--- config.mk ---
export PLATFORM = sky130hd
export DESIGN_NAME = shift_pipe
export DESIGN_NICKNAME = d
export VERILOG_FILES = /design/src/rtl/shift_pkg.sv /design/src/rtl/shift_pipe_stage.sv /design/src/rtl/shift_pipe.sv
export SDC_FILE = /design/constraint.sdc
export NUM_CORES = 1
export LEC_CHECK = 0
export ABC_CLOCK_PERIOD_IN_PS = 2900
export CAP_MARGIN = 20
export CELL_PAD_IN_SITES_DETAIL_PLACEMENT = 0
export CELL_PAD_IN_SITES_GLOBAL_PLACEMENT = 1
export CORE_ASPECT_RATIO = 1.4
export CORE_MARGIN = 3
export CORE_UTILIZATION = 30
export DETAILED_ROUTE_END_ITERATION = 12
export PLACE_DENSITY = 0.71
export SLEW_MARGIN = 40
export SYNTH_ARGS = -nofsm -noshare
export SYNTH_HDL_FRONTEND = slang
export SYNTH_SLANG_ARGS = --single-unit
export TNS_END_PERCENT = 1
--- constraint.sdc ---
create_clock -name clk -period 2.9 [get_ports clk]
set_input_delay 0.435 -clock clk [delete_from_list [all_inputs] [get_ports clk]]
set_output_delay 0.435 -clock clk [all_outputs]
set_load 0.02 [all_outputs]
--- src/rtl/shift_pkg.sv ---
// Shared helpers for the pipelined signed barrel shifter: stage count and saturation limits.
package shift_pkg;

  // Each stage resolves two bits of the shift amount; an odd top bit gets its own stage.
  function automatic int nstg(input int sw);
    return (sw + 1) / 2;
  endfunction

  function automatic logic [63:0] sat_max(input int w);
    return (64'd1 << (w - 1)) - 64'd1;
  endfunction

  function automatic logic [63:0] sat_min(input int w);
    return 64'd1 << (w - 1);
  endfunction

endpackage

--- src/rtl/shift_pipe_stage.sv ---
// One registered radix-4 shift stage (radix-2 when the amount field has one bit left).
// SHIFT_PIPE_ROUND_EN: carry a guard bit on right shifts and round half-up in the last stage.
module shift_pipe_stage #(
  parameter int WIDTH = 24,
  parameter int TAGW  = 4,
  parameter int SHW   = 6,
  parameter int K     = 0,
  parameter bit LAST  = 1'b0
) (
  input  logic             clk,
  input  logic             rst_n,
  input  logic             en,
  input  logic             d_valid,
  input  logic             d_left,
  input  logic             d_ovf,
  input  logic             d_guard,
  input  logic [TAGW-1:0]  d_tag,
  input  logic [SHW-1:0]   d_sh,
  input  logic [WIDTH-1:0] d_data,
  output logic             q_valid,
  output logic             q_left,
  output logic             q_ovf,
  output logic             q_guard,
  output logic [TAGW-1:0]  q_tag,
  output logic [SHW-1:0]   q_sh,
  output logic [WIDTH-1:0] q_data
);

  logic [1:0]       dg;
  logic [31:0]      n;
  logic [WIDTH-1:0] shl, back, nd;
  logic             ng, no;
`ifdef SHIFT_PIPE_ROUND_EN
  logic [WIDTH:0]   ext;
`endif

  assign dg = d_sh[2*K +: 2];
  assign n  = 32'(dg) << (2*K);

  always_comb begin
    nd   = d_data;
    ng   = d_guard;
    no   = d_ovf;
    shl  = '0;
    back = '0;
`ifdef SHIFT_PIPE_ROUND_EN
    ext  = '0;
`endif
    if (d_left) begin
      // Exact iff shifting back recovers the input; once saturated, data is frozen so its sign survives.
      shl  = d_data << n;
      back = $signed(shl) >>> n;
      if (!d_ovf) begin
        if (back != d_data) no = 1'b1;
        else                nd = shl;
      end
    end else begin
`ifdef SHIFT_PIPE_ROUND_EN
      ext = $signed({d_data, d_guard}) >>> n;
      nd  = ext[WIDTH:1];
      ng  = ext[0];
      if (LAST) nd = nd + {{(WIDTH-1){1'b0}}, ng};
`else
      nd = $signed(d_data) >>> n;
`endif
    end
    if (LAST) ng = 1'b0;
  end

  always_ff @(posedge clk) begin
    if (!rst_n) begin
      q_valid <= 1'b0;
      q_left  <= 1'b0;
      q_ovf   <= 1'b0;
      q_guard <= 1'b0;
      q_tag   <= '0;
      q_sh    <= '0;
      q_data  <= '0;
    end else if (en) begin
      q_valid <= d_valid;
      q_left  <= d_left;
      q_ovf   <= no;
      q_guard <= ng;
      q_tag   <= d_tag;
      q_sh    <= d_sh;
      q_data  <= nd;
    end
  end

endmodule

--- src/rtl/shift_pipe.sv ---
// Pipelined signed barrel shifter with valid/ready, saturating left shifts and a sticky overflow flag.
// SHIFT_PIPE_ROUND_EN selects round-half-up right shifts (handled inside the stages).
module shift_pipe import shift_pkg::*; #(
  parameter int WIDTH = 24,
  parameter int SW    = 5,
  parameter int TAGW  = 4
) (
  input  logic             clk,
  input  logic             rst_n,
  input  logic             in_valid,
  output logic             in_ready,
  input  logic [WIDTH-1:0] in_data,
  input  logic [SW-1:0]    in_shift,
  input  logic             in_left,
  input  logic [TAGW-1:0]  in_tag,
  output logic             out_valid,
  input  logic             out_ready,
  output logic [WIDTH-1:0] out_data,
  output logic [TAGW-1:0]  out_tag,
  output logic             out_ovf,
  output logic             ovf_sticky,
  input  logic             clr
);

  localparam int NSTG = nstg(SW);
  localparam int SHW  = 2 * NSTG;
  localparam logic [WIDTH-1:0] MAXV = WIDTH'(sat_max(WIDTH));
  localparam logic [WIDTH-1:0] MINV = WIDTH'(sat_min(WIDTH));

  // Index 0 is the input side, index k+1 the output register of stage k.
  logic [NSTG:0]            vld_pipe, lft, ovf, grd;
  logic [NSTG:0][TAGW-1:0]  tag;
  logic [NSTG:0][SHW-1:0]   shv;
  logic [NSTG:0][WIDTH-1:0] dat;
  logic                     en;
  logic                     unused_tail;

  assign en       = !out_valid || out_ready;
  assign in_ready = en;

  assign vld_pipe[0] = in_valid;
  assign lft[0]      = in_left;
  assign ovf[0]      = 1'b0;
  assign grd[0]      = 1'b0;
  assign tag[0]      = in_tag;
  assign shv[0]      = SHW'(in_shift);
  assign dat[0]      = in_data;

  for (genvar k = 0; k < NSTG; k++) begin : g_stg
    shift_pipe_stage #(
      .WIDTH(WIDTH), .TAGW(TAGW), .SHW(SHW), .K(k), .LAST(k == NSTG - 1)
    ) u_stg (
      .clk(clk), .rst_n(rst_n), .en(en),
      .d_valid(vld_pipe[k]),   .d_left(lft[k]),   .d_ovf(ovf[k]),   .d_guard(grd[k]),
      .d_tag(tag[k]),          .d_sh(shv[k]),     .d_data(dat[k]),
      .q_valid(vld_pipe[k+1]), .q_left(lft[k+1]), .q_ovf(ovf[k+1]), .q_guard(grd[k+1]),
      .q_tag(tag[k+1]),        .q_sh(shv[k+1]),   .q_data(dat[k+1])
    );
  end

  assign out_valid   = vld_pipe[NSTG];
  assign out_tag     = tag[NSTG];
  assign out_ovf     = ovf[NSTG] & lft[NSTG];
  // Saturated samples keep the input's sign in the MSB because the stages stop shifting them.
  assign out_data    = out_ovf ? (dat[NSTG][WIDTH-1] ? MINV : MAXV) : dat[NSTG];
  assign unused_tail = ^{shv[NSTG], grd[NSTG]};

  always_ff @(posedge clk) begin
    if (!rst_n)                              ovf_sticky <= 1'b0;
    else if (out_valid && out_ready && out_ovf) ovf_sticky <= 1'b1;
    else if (clr)                            ovf_sticky <= 1'b0;
  end

endmodule

After elaboration in Yosys (flattened, before gate mapping). Index checks and enable logic that the tools add are counted.

Logic and storage cells: 56. Register bits: 104. Output and inout port bits: 32. Bits of input ports: 39.

Bitwise operators: 1. Reductions and logical operators: 5. Shifts and indexed selects: 9. Eq/ne operators: 3. Muxes and demuxes: 20.

Operators with widths (number): 24-bit two-way mux (10); 24-bit != test (3); 24-bit by 2-bit >>> shifter with 24-bit output (2); 24-bit by 4-bit >>> shifter with 24-bit output (2); 24-bit by 5-bit >>> shifter with 24-bit output (2); 24-bit by 2-bit left shift with 24-bit output (1); 24-bit by 4-bit left shift with 24-bit output (1); 24-bit by 5-bit left shift with 24-bit output (1); 1-bit two-way mux (10); 1-bit logical AND (2); 2-bit nonzero test (1); 1-bit AND (1); 1-bit zero test (1); 1-bit logical OR (1).

Depth between registers and ports, before layout. Gate-level depths: netlist of run 1.

Depth in word-level cells: 6. Mapped depth: 8. Mapped depth without buffers: 7.

By module. Synthesis of run 1 repeated with hierarchy kept, for this count alone.

Cell total of the unflattened synthesis: 990. Area total of the unflattened synthesis: 8789.7 um^2.

Modules (own cells, without submodules): shift_pipe_stage at g_stg[0].u_stg (cells an instance 295, times used 1, sequential area each 760.7 um^2, area an instance 3310.7 um^2); shift_pipe_stage at g_stg[1].u_stg (cells an instance 368, times used 1, sequential area each 760.7 um^2, area an instance 2969.1 um^2); shift_pipe_stage at g_stg[2].u_stg (cells an instance 264, times used 1, sequential area each 740.7 um^2, area an instance 2122.0 um^2); shift_pipe (cells an instance 63, times used 1, sequential area each 20.0 um^2, area an instance 387.9 um^2).

Worst setup path before layout of run 1. OpenSTA, ideal clock, no wires.

Path kind: flip-flop to flip-flop. From: reg g_stg[0].u_stg.q_sh[2]. To: reg g_stg[1].u_stg.q_data[10]. Path buffers: 2. Stages on the path, launching flop included: 9. Arrival time: 2056 ps. Data required time: 2778 ps. Period minus slack after synthesis: 2178 ps. Setup time: 122 ps. Path slack: 722 ps. Cells stage by stage: dfxtp_1 > buf_6 > mux2i_4 > nor4b_4 > o311ai_2 > nor4_4 > buf_6 > nor2_1 > a221o_1.

Cells in the longest elaborated chain, start to end: 6. Elaborated cells on any way between the ends: 7. Classes of those cells: 1 x eq/ne; 3 x shift; 3 x mux.

RTL lines: start: declaration (line shift_pipe_stage.sv:25) `output logic [SHW-1:0] q_sh,`; start signal: assignment (line shift_pipe_stage.sv:85) `q_sh <= d_sh;`; 24-bit by 4-bit left shift with 24-bit output (line shift_pipe_stage.sv:51) `shl = d_data << n;`; 24-bit by 4-bit >>> shifter with 24-bit output (line shift_pipe_stage.sv:52) `back = $signed(shl) >>> n;`; 24-bit != test (line shift_pipe_stage.sv:54) `if (back != d_data) no = 1'b1;`; 24-bit two-way mux (line shift_pipe_stage.sv:54); 24-bit two-way mux (line shift_pipe_stage.sv:53) `if (!d_ovf) begin`; 24-bit two-way mux (*) (line shift_pipe_stage.sv:49) `if (d_left) begin`; end signal: assignment (line shift_pipe_stage.sv:86) `q_data <= nd;`; end: declaration (line shift_pipe_stage.sv:26) `output logic [WIDTH-1:0] q_data`.

Every way passes the cells marked *; elsewhere a longest branch is shown, timed or not. A chain may end at the register's enable or synchronous reset.

Worst setup path in the final report of run 1.
From: reg g_stg[2].u_stg.q_data[23]. To: out out_data[0].

Cells in the longest elaborated chain, start to end: 2.

RTL lines: start: declaration (line shift_pipe_stage.sv:26); start signal: assignment (line shift_pipe_stage.sv:86); 24-bit two-way mux (2 in series) (line shift_pipe.sv:65) `assign out_data = out_ovf ? (dat[NSTG][WIDTH-1] ? MINV : MAXV) : dat[NSTG];`; end: declaration (line shift_pipe.sv:18) `output logic [WIDTH-1:0] out_data,`.

Every way passes these cells.

==> run summary, run 1 <==
The run finished with clean final reports. The critical-path cell with the highest stage delay is sky130_fd_sc_hd__and3_1. The kind of cell with the highest combined delay along the critical path is simple AND/OR/NAND/NOR gates. The max-slew violation count came to 0.

The transition time at the pin with the least slew margin is 0.741 ns. The total congestion overflow after global routing is 0. STA classifies the critical path endpoint as a primary output. The routed length per placed instance is 17.3 um. The number of CTS-inserted buffers is 9. Of the synthesized area, sequential elements account for 27.5%. In the routed design, unresolved DRC markers number 0.

Relative to the synthesized area, the layout overhead comes to 18.3%. The maximum vdd drop came out at 0.000261 V. The count of buffers from port buffering came out at 70.

Entering global routing, the biggest net connects 106 pins. The worst setup path is of the reg2out kind. The worst hold path belongs to the class reg2reg.

The HPWL after detailed placement is 14,900 um. The fraction of layout cells with a size suffix above 1 is between 10 and 15%. The clock-pin transition on the worst setup and hold timing paths came out at approximately 0.07 ns. The count of yosys warnings during synthesis is 0. The normalized max-slew margin came out at 50.4%.

The number of buffers between clock root and the deepest sink came out at 2. The post-CTS setup buffer count came out at 0. The most heavily used metal layer in global routing is met2. The post-layout minimum cycle time is 2.52 ns. The root buffer cell chosen for the clock tree is sky130_fd_sc_hd__clkbuf_16. The critical path's largest stage delay is around 0.64 ns. The starting utilization of the core area came out at between 30% and 40%. The count of final hold-check violations was 0. The number of nets produced by synthesis came out at 931.

The clock skew after layout came out at 0.0102 ns. The total negative slack for setup checks came out at 0 ns. The repair_antennas step left the layout with diodes totalling 0. The fraction of met3 tracks used by global routing came out at 2.22%. The total detailed-routing wirelength came out at 21,100 um. In the global route stage, overall resource usage came out at between 15 and 20%. The post-route core utilization is between 30 and 40%. The number of design-rule violations left by the first detailed-router iteration is 348. Summing every instance area after synthesis gives 0.00714 sq mm.

For this run, the detailed router's first-pass iteration total came to 5. The count of instances resized after the clock tree is built came out at 0. The die covers 0.0257 sq mm. Counting flops with a built-in enable in the synthesized netlist gives 0. The fraction of registers with async set or reset after synthesis is 0%. The number of global-route vias before repair is 6,219.

The worst-path maximum fanout came out at 21. Routability-driven placement finished with a final weighted congestion of roughly 0.85. The power density relative to cell area is just under 500 mW/mm^2. The leakage power figure came out at between 3 and 4 nW.

Hold repair after CTS inserted 0 buffers. The worst endpoint data arrival time came out at approximately 2.1 ns. The total number of clock tree sinks is 98. A synthesized cell averages 8.01 sq um. The clock tree synthesis step divided the H-tree into 3 levels.

The placed instance area came out at ~0.0081 sq mm. Overall power consumption after layout is estimated at slightly above 4 mW. The flop and latch count out of synthesis is 98. The max capacitance violation total came out at 0. The post-route standard cell area excluding fillers came out at between 0.008 and 0.009 sq mm. Setup repair after global routing left no endpoint under its margin. The number of instances in the synthesized netlist is 892.

The remaining antenna violation count is 0. The number of setup violations in the final report is 0. For this run, global-route usage on met2 was measured as 27.1%. The initial antenna violation count came out at 0. The count of boundary I/O pins is 71. For the worst-skew pair, the clock arrives at the later sink with an insertion delay of between 0.3 and 0.4 ns.

The required time at the endpoint of the critical path is between 2 and 2.5 ns. TritonCTS built the clock tree. The die is roughly 190 um tall. The final setup slack of the worst path is around 0.38 ns.

The maximum clock frequency came out at about 400 MHz. The distinct cell type count of the synthesized netlist came out at 64. The number of vias per cell is 5.49. The wire length of the first global-routing pass is 34,100 um. The site row count is 66.

The core region is between 0.02 and 0.025 sq mm. The predominant post-synthesis flop cell is sky130_fd_sc_hd__dfxtp_1. Measured along the x axis, the die boundary spans about 140 um.

The signal on the critical path passes through and3_1, nor2_1, clkdlybuf4s50_1. The met1 track demand over resource is 21.6%. The startpoint class of the critical path is a flip-flop. The number of nets at the end of the flow is 949.

The worst setup timing slack at the placement stage is 0.265 ns. Together, buffers and inverters on the worst path number 1. In the finished design, the share of the clock period the worst path needs comes to 86.8%. Summing over every cut layer, the via total after detailed routing is 6,707.
cell usage after synthesis, types with 5 or more instances:
cell type / n / share of area, %
sky130_fd_sc_hd__a222oi_1: 9 / 1.3
sky130_fd_sc_hd__o31ai_1: 7 / 0.74
sky130_fd_sc_hd__nor2b_1: 19 / 1.7
sky130_fd_sc_hd__dfxtp_1: 98 / 27
sky130_fd_sc_hd__a31o_2: 5 / 0.61
sky130_fd_sc_hd__buf_1: 10 / 0.53
sky130_fd_sc_hd__nor3_1: 5 / 0.35
sky130_fd_sc_hd__nor4_1: 6 / 0.53
sky130_fd_sc_hd__clkbuf_1: 63 / 3.3
sky130_fd_sc_hd__o211ai_1: 6 / 0.63
sky130_fd_sc_hd__mux2_2: 6 / 0.95
sky130_fd_sc_hd__o221ai_1: 9 / 1.1
sky130_fd_sc_hd__a21boi_0: 23 / 2.4
sky130_fd_sc_hd__a31oi_1: 8 / 0.70
sky130_fd_sc_hd__mux4_2: 36 / 11
sky130_fd_sc_hd__o21ai_0: 74 / 5.2
sky130_fd_sc_hd__o21a_1: 7 / 0.74
sky130_fd_sc_hd__and2_1: 7 / 0.61
sky130_fd_sc_hd__nor2_1: 118 / 6.2
sky130_fd_sc_hd__nand2_1: 92 / 4.8
sky130_fd_sc_hd__a21oi_1: 71 / 5.0
sky130_fd_sc_hd__buf_2: 15 / 1.1
sky130_fd_sc_hd__mux2i_1: 65 / 9.1
sky130_fd_sc_hd__o22ai_1: 8 / 0.70
sky130_fd_sc_hd__nand3_1: 11 / 0.77
sky130_fd_sc_hd__inv_1: 29 / 1.5
sky130_fd_sc_hd__a22o_1: 7 / 0.86
sky130_fd_sc_hd__nand4_1: 7 / 0.61
sky130_fd_sc_hd__a211oi_1: 8 / 0.84
sequential cells by signal, summed over array words and instances (netlist names):
| register | count |
|---|---|
| ovf_sticky | 1 |
| g_stg.u_stg.q_tag | 12 |
| g_stg.u_stg.q_ovf | 3 |
| g_stg.u_stg.q_left | 3 |
| g_stg.u_stg.q_sh | 4 |
| g_stg.u_stg.q_valid | 3 |
| g_stg.u_stg.q_data | 72 |
layer usage:
layer | routed length [um] | share of wire [%] | vias up
met2 | 10300 | 49 | 160
met3 | 724 | 3.4 | 31
met1 | 9420 | 45 | 3203
met4 | 588 | 2.8 | 0
li1 | - | - | 3313
met5 | 0 | 0 | -
layout make-up:
class	count	area, sq um
well taps	306	383
inverters	30	113
fillers	2473	14800
multi-input cells	672	4680
clock inverters	6	111
flip-flops and latches	98	1960
repair buffers	99	953
clock buffers	10	239
cell usage in the layout, fill, tap and decap left out, types with 4 or more instances in the layout:
master,synthesis,layout
sky130_fd_sc_hd__a222oi_1,9,9
sky130_fd_sc_hd__nand2b_1,4,4
sky130_fd_sc_hd__a22o_1,7,7
sky130_fd_sc_hd__o221ai_1,9,9
sky130_fd_sc_hd__buf_12,0,4
sky130_fd_sc_hd__o21a_1,7,7
sky130_fd_sc_hd__nand4_1,7,7
sky130_fd_sc_hd__nor4_1,6,6
sky130_fd_sc_hd__mux2i_1,65,65
sky130_fd_sc_hd__a211oi_1,8,8
sky130_fd_sc_hd__o211ai_1,6,6
sky130_fd_sc_hd__a31o_2,5,5
sky130_fd_sc_hd__o22ai_1,8,8
sky130_fd_sc_hd__or3_1,4,4
sky130_fd_sc_hd__mux4_2,36,36
sky130_fd_sc_hd__nand2_1,92,92
sky130_fd_sc_hd__buf_4,1,25
sky130_fd_sc_hd__dfxtp_1,98,96
sky130_fd_sc_hd__clkbuf_16,0,9
sky130_fd_sc_hd__nor2b_1,19,18
sky130_fd_sc_hd__a21oi_1,71,71
sky130_fd_sc_hd__a21boi_0,23,23
sky130_fd_sc_hd__a221oi_1,4,4
sky130_fd_sc_hd__o21ai_0,74,74
sky130_fd_sc_hd__a31oi_1,8,8
sky130_fd_sc_hd__nor2_1,118,118
sky130_fd_sc_hd__nand3_1,11,11
sky130_fd_sc_hd__nor3_1,5,5
sky130_fd_sc_hd__o31ai_1,7,7
sky130_fd_sc_hd__and2_1,7,7
sky130_fd_sc_hd__mux2_2,6,6
sky130_fd_sc_hd__a311oi_1,4,4
sky130_fd_sc_hd__inv_1,29,28
sky130_fd_sc_hd__clkdlybuf4s50_1,0,67
logic make-up after synthesis:
family          synth area share, %
simple gates                   17.9
compound gates                 25.8
buf+inv                        7.04
flops                          27.5
mux                            21.7
worst reg2reg max path, stage by stage (launching register included):
cell                      delay, ns
sky130_fd_sc_hd__dfxtp_2       0.51
sky130_fd_sc_hd__buf_4         0.31
sky130_fd_sc_hd__buf_4         0.33
sky130_fd_sc_hd__mux2_2        0.39
sky130_fd_sc_hd__a21oi_1       0.24
sky130_fd_sc_hd__o21ai_0       0.12
sky130_fd_sc_hd__o221a_1       0.23
per-stage QoR:
| step | hold slack, ns | std cells |
|---|---|---|
| floorplan | 0.441 | 892 |
| global placement | 0.451 | 1205 |
| detailed placement | 0.452 | 1205 |
| CTS | 0.464 | 1221 |
| global route | 0.484 | 1221 |
| finish | 0.458 | 1221 |
path summary, 6_finish.rpt:
path                                           from                               endpoint  slack (ns)  cells past startpoint
min            g_stg[1].u_stg.q_tag[1]$_SDFFE_PN0P_   g_stg[1].u_stg.q_tag[1]$_SDFFE_PN0P_        0.46                      2
min reg2reg    g_stg[1].u_stg.q_tag[1]$_SDFFE_PN0P_   g_stg[1].u_stg.q_tag[1]$_SDFFE_PN0P_        0.46                      2
max reg2reg     g_stg[0].u_stg.q_sh[3]$_SDFFE_PN0P_  g_stg[1].u_stg.q_data[0]$_SDFFE_PN0P_        0.65                      6
max          g_stg[2].u_stg.q_data[23]$_SDFFE_PN0P_                            out_data[0]        0.38                      3
report_power, final:
group          internal [mW]  switching, mW  leakage (nW)  total, mW
registers               1.45          0.164         0.809       1.62
clock network          0.869          0.543         0.169       1.41
logic                  0.507          0.547          2.10       1.05
No activity file was read; power rests on OpenSTA's default activity.
==> inputs of run 2 (changes only) <==
- CTS_BUF_LIST: default -> sky130_fd_sc_hd__clkbuf_16
==> run 2 against run 1 <==
Sequential share of layout area barely moved. Worst hold slack barely moved. Sequential power barely moved. Combinational power barely moved. Clock power barely moved. Critical path depth did not move.
==> run summary, run 2 (synthesized netlist as in run 1, its figures left out) <==
The endpoint kind of the worst setup timing path is a primary output. The weighted congestion at the end of routability-driven global placement came out at 0.850 (unchanged). The area of the core is 0.0233 sq mm (unchanged). The worst endpoint data arrival time came out at 2.08 ns (about the same). The required time at the endpoint of the critical path came to 2.47 ns (about the same).

The maximum clock frequency came out at 397 MHz (about the same). The worst setup path is launched from a flip-flop. Walking the worst path, the cells encountered are and3_1, nor2_1, clkdlybuf4s50_1. The leakage power figure is 3.07 nW (-0.18%). The synthesis-to-finish area growth came out at 18.2%.

The die outline area is 0.0257 sq mm (unchanged). The number of iterations in the first detailed-routing pass came out at 5 (unchanged). The detailed-routed wire length on met2 came out at 10,300 um (-0.14%).

The count of boundary I/O pins came to 71 (unchanged). The total congestion overflow after global routing was 0 (unchanged). The total number of clock tree sinks came to 98 (unchanged). The site row count came to 66 (unchanged). The width of the die came out at 136 um (unchanged).

The number of setup violations in the final report is 0 (unchanged). The count of buffers from port buffering is 70 (unchanged). In the layout the commonest cells are sky130_fd_sc_hd__nor2_1, sky130_fd_sc_hd__dfxtp_1, sky130_fd_sc_hd__nand2_1, sky130_fd_sc_hd__o21ai_0, sky130_fd_sc_hd__a21oi_1. The slowest stage of the critical path belongs to the cell sky130_fd_sc_hd__and3_1. The vias after detailed routing came out at 6,713 (+0.089%). The total detailed-routing wirelength is 21,100 um (about the same).

The starting utilization of the core area came to 30.7% (unchanged). The initial antenna violation count is 0 (unchanged). The worst setup path is of the reg2out kind. The post-layout minimum cycle time is 2.52 ns (+0.000257 ns).

The worst-path maximum fanout came out at 21 (unchanged). The max capacitance violation total came out at 0 (unchanged). The type of the tightest min-delay check is reg2reg.

The maximum vdd drop is 0.000262 V (about the same). The power density relative to cell area came to 481 mW/mm^2 (-0.51%). The count of final hold-check violations was 0 (unchanged). The remaining antenna violation count came to 0 (unchanged). The met1 routed wirelength after detailed routing is 9390 um (-0.36%). TritonCTS built the clock tree. The uppermost metal layer occupied by signal nets is met4. The transition time at the pin with the least slew margin is 0.743 ns (+0.00187 ns). The total inserted antenna cells came to 0 (unchanged).

The largest register by flop count is g_stg.u_stg.q_data. The clock latency on the worst-skew pair came out at 0.35 ns (about the same). Setup repair after global routing left no endpoint under its margin.

The number of buffers between clock root and the deepest sink is 2 (unchanged). The post-CTS setup buffer count came out at 0 (unchanged). The fraction of layout cells with a size suffix above 1 came out at 11.9% (-0.11 points). The number of CTS-inserted buffers came to 9 (unchanged). The clock-pin transition on the worst setup and hold timing paths is 0.07 ns (about the same).

The post-route clock period utilization was 86.8% (about the same). The critical path's largest stage delay came out at 0.64 ns (about the same). The aggregate global-route resource usage came to 16.3% (unchanged).

The leading cell type in the layout, fill and taps excluded is sky130_fd_sc_hd__nor2_1. The vertical extent of the die is 189 um (unchanged). The number of flip-flops under the largest register name came out at 72 (unchanged). The number of vias per cell is 5.50 (about the same). Among cell families on the critical path, the largest total delay comes from simple AND/OR/NAND/NOR gates. The final HPWL from detailed placement is 14,900 um (unchanged). The routed length per placed instance is 17.3 um (about the same).

The number of nets at the end of the flow came out at 949 (unchanged). The maximum level of the CTS H-tree is 3 (unchanged). The largest net degree at the start of global routing came out at 106 (unchanged). The clock skew after layout came out at 0.0101 ns (-0.000101 ns). The max-slew violation count is 0 (unchanged).

The wire length on met3 was 754 um (+4.1%). The wire length of the first global-routing pass is 34,100 um (unchanged). The post-route core utilization came out at 36.2% (-0.043 points). The post-cts hold buffer count came out at 0 (unchanged).

The number of design-rule violations left by the first detailed-router iteration is 355 (+2.0%). The normalized max-slew margin is 50.3% (-0.13 points). The largest registers in the layout are g_stg.u_stg.q_data x72, g_stg.u_stg.q_tag x12, g_stg.u_stg.q_sh x4. The DRC violations left is 0 (unchanged). The tree is rooted in a sky130_fd_sc_hd__clkbuf_16. The count of instances resized after the clock tree is built is 0 (unchanged).

The buffer and inverter count on the worst path came out at 1 (unchanged). The flow ran to the end, and the final reports show no timing, DRC or antenna violations. The hold slack came out at 0.458 ns (-0.00000800 ns).

The total negative slack for setup checks came out at 0 ns (unchanged). The number of global-route vias before repair is 6,219 (unchanged).
[run 2: cell types whose count changed in the layout (fill, tap and decap cells not counted)]
cell	change
sky130_fd_sc_hd__clkbuf_8	-1
sky130_fd_sc_hd__clkinv_1	+1
[run 2: worst min-delay path, cell delays in order (launching register included)]
cell and delay [ns]:
sky130_fd_sc_hd__dfxtp_1 0.31, sky130_fd_sc_hd__nand2_1 0.04, sky130_fd_sc_hd__a21boi_0 0.06
[run 2: power breakdown]
part | switching (mW) | leakage, nW | internal, mW
sequential | 0.164 | 0.809 | 1.45
clock | 0.545 | 0.163 | 0.842
combinational | 0.546 | 2.10 | 0.507
[run 2: worst paths after layout]
kind,from,to,cells past startpoint,slack [ns]
hold / removal,g_stg[1].u_stg.q_tag[1]$_SDFFE_PN0P_,g_stg[1].u_stg.q_tag[1]$_SDFFE_PN0P_,2,0.46
setup / recovery,g_stg[2].u_stg.q_data[23]$_SDFFE_PN0P_,out_data[0],3,0.38
setup reg to reg,g_stg[0].u_stg.q_sh[3]$_SDFFE_PN0P_,g_stg[1].u_stg.q_data[0]$_SDFFE_PN0P_,6,0.64
hold reg to reg,g_stg[1].u_stg.q_tag[1]$_SDFFE_PN0P_,g_stg[1].u_stg.q_tag[1]$_SDFFE_PN0P_,2,0.46
[run 2: metrics by stage]
step	area (sq um)	std cells	power (mW)	setup slack (ns)
6_report	8440	1221	4.06	0.383
5_1_grt	8440	1221	4.28	0.141
4_1_cts	8440	1221	4.09	0.288
3_3_place_gp	8100	1205	2.70	0.286
3_5_place_dp	8100	1205	2.70	0.265
2_1_floorplan	7140	892	2.34	0.722
[run 2: area by class of cell]
type	count	area [sq um]
clock buffers	9	225
clock inverters	7	115
fillers	2476	14900
inverters	30	113
multi-input cells	672	4680
flip-flops and latches	98	1960
well taps	306	383
repair buffers	99	953
[run 2: layer usage]
layer / vias up / global-route usage, %
met1: 3207 / 21.6
met3: 31 / 2.22
met4: 0 / 5.90
li1: 3309 / -
met5: - / 0
met2: 166 / 27.1
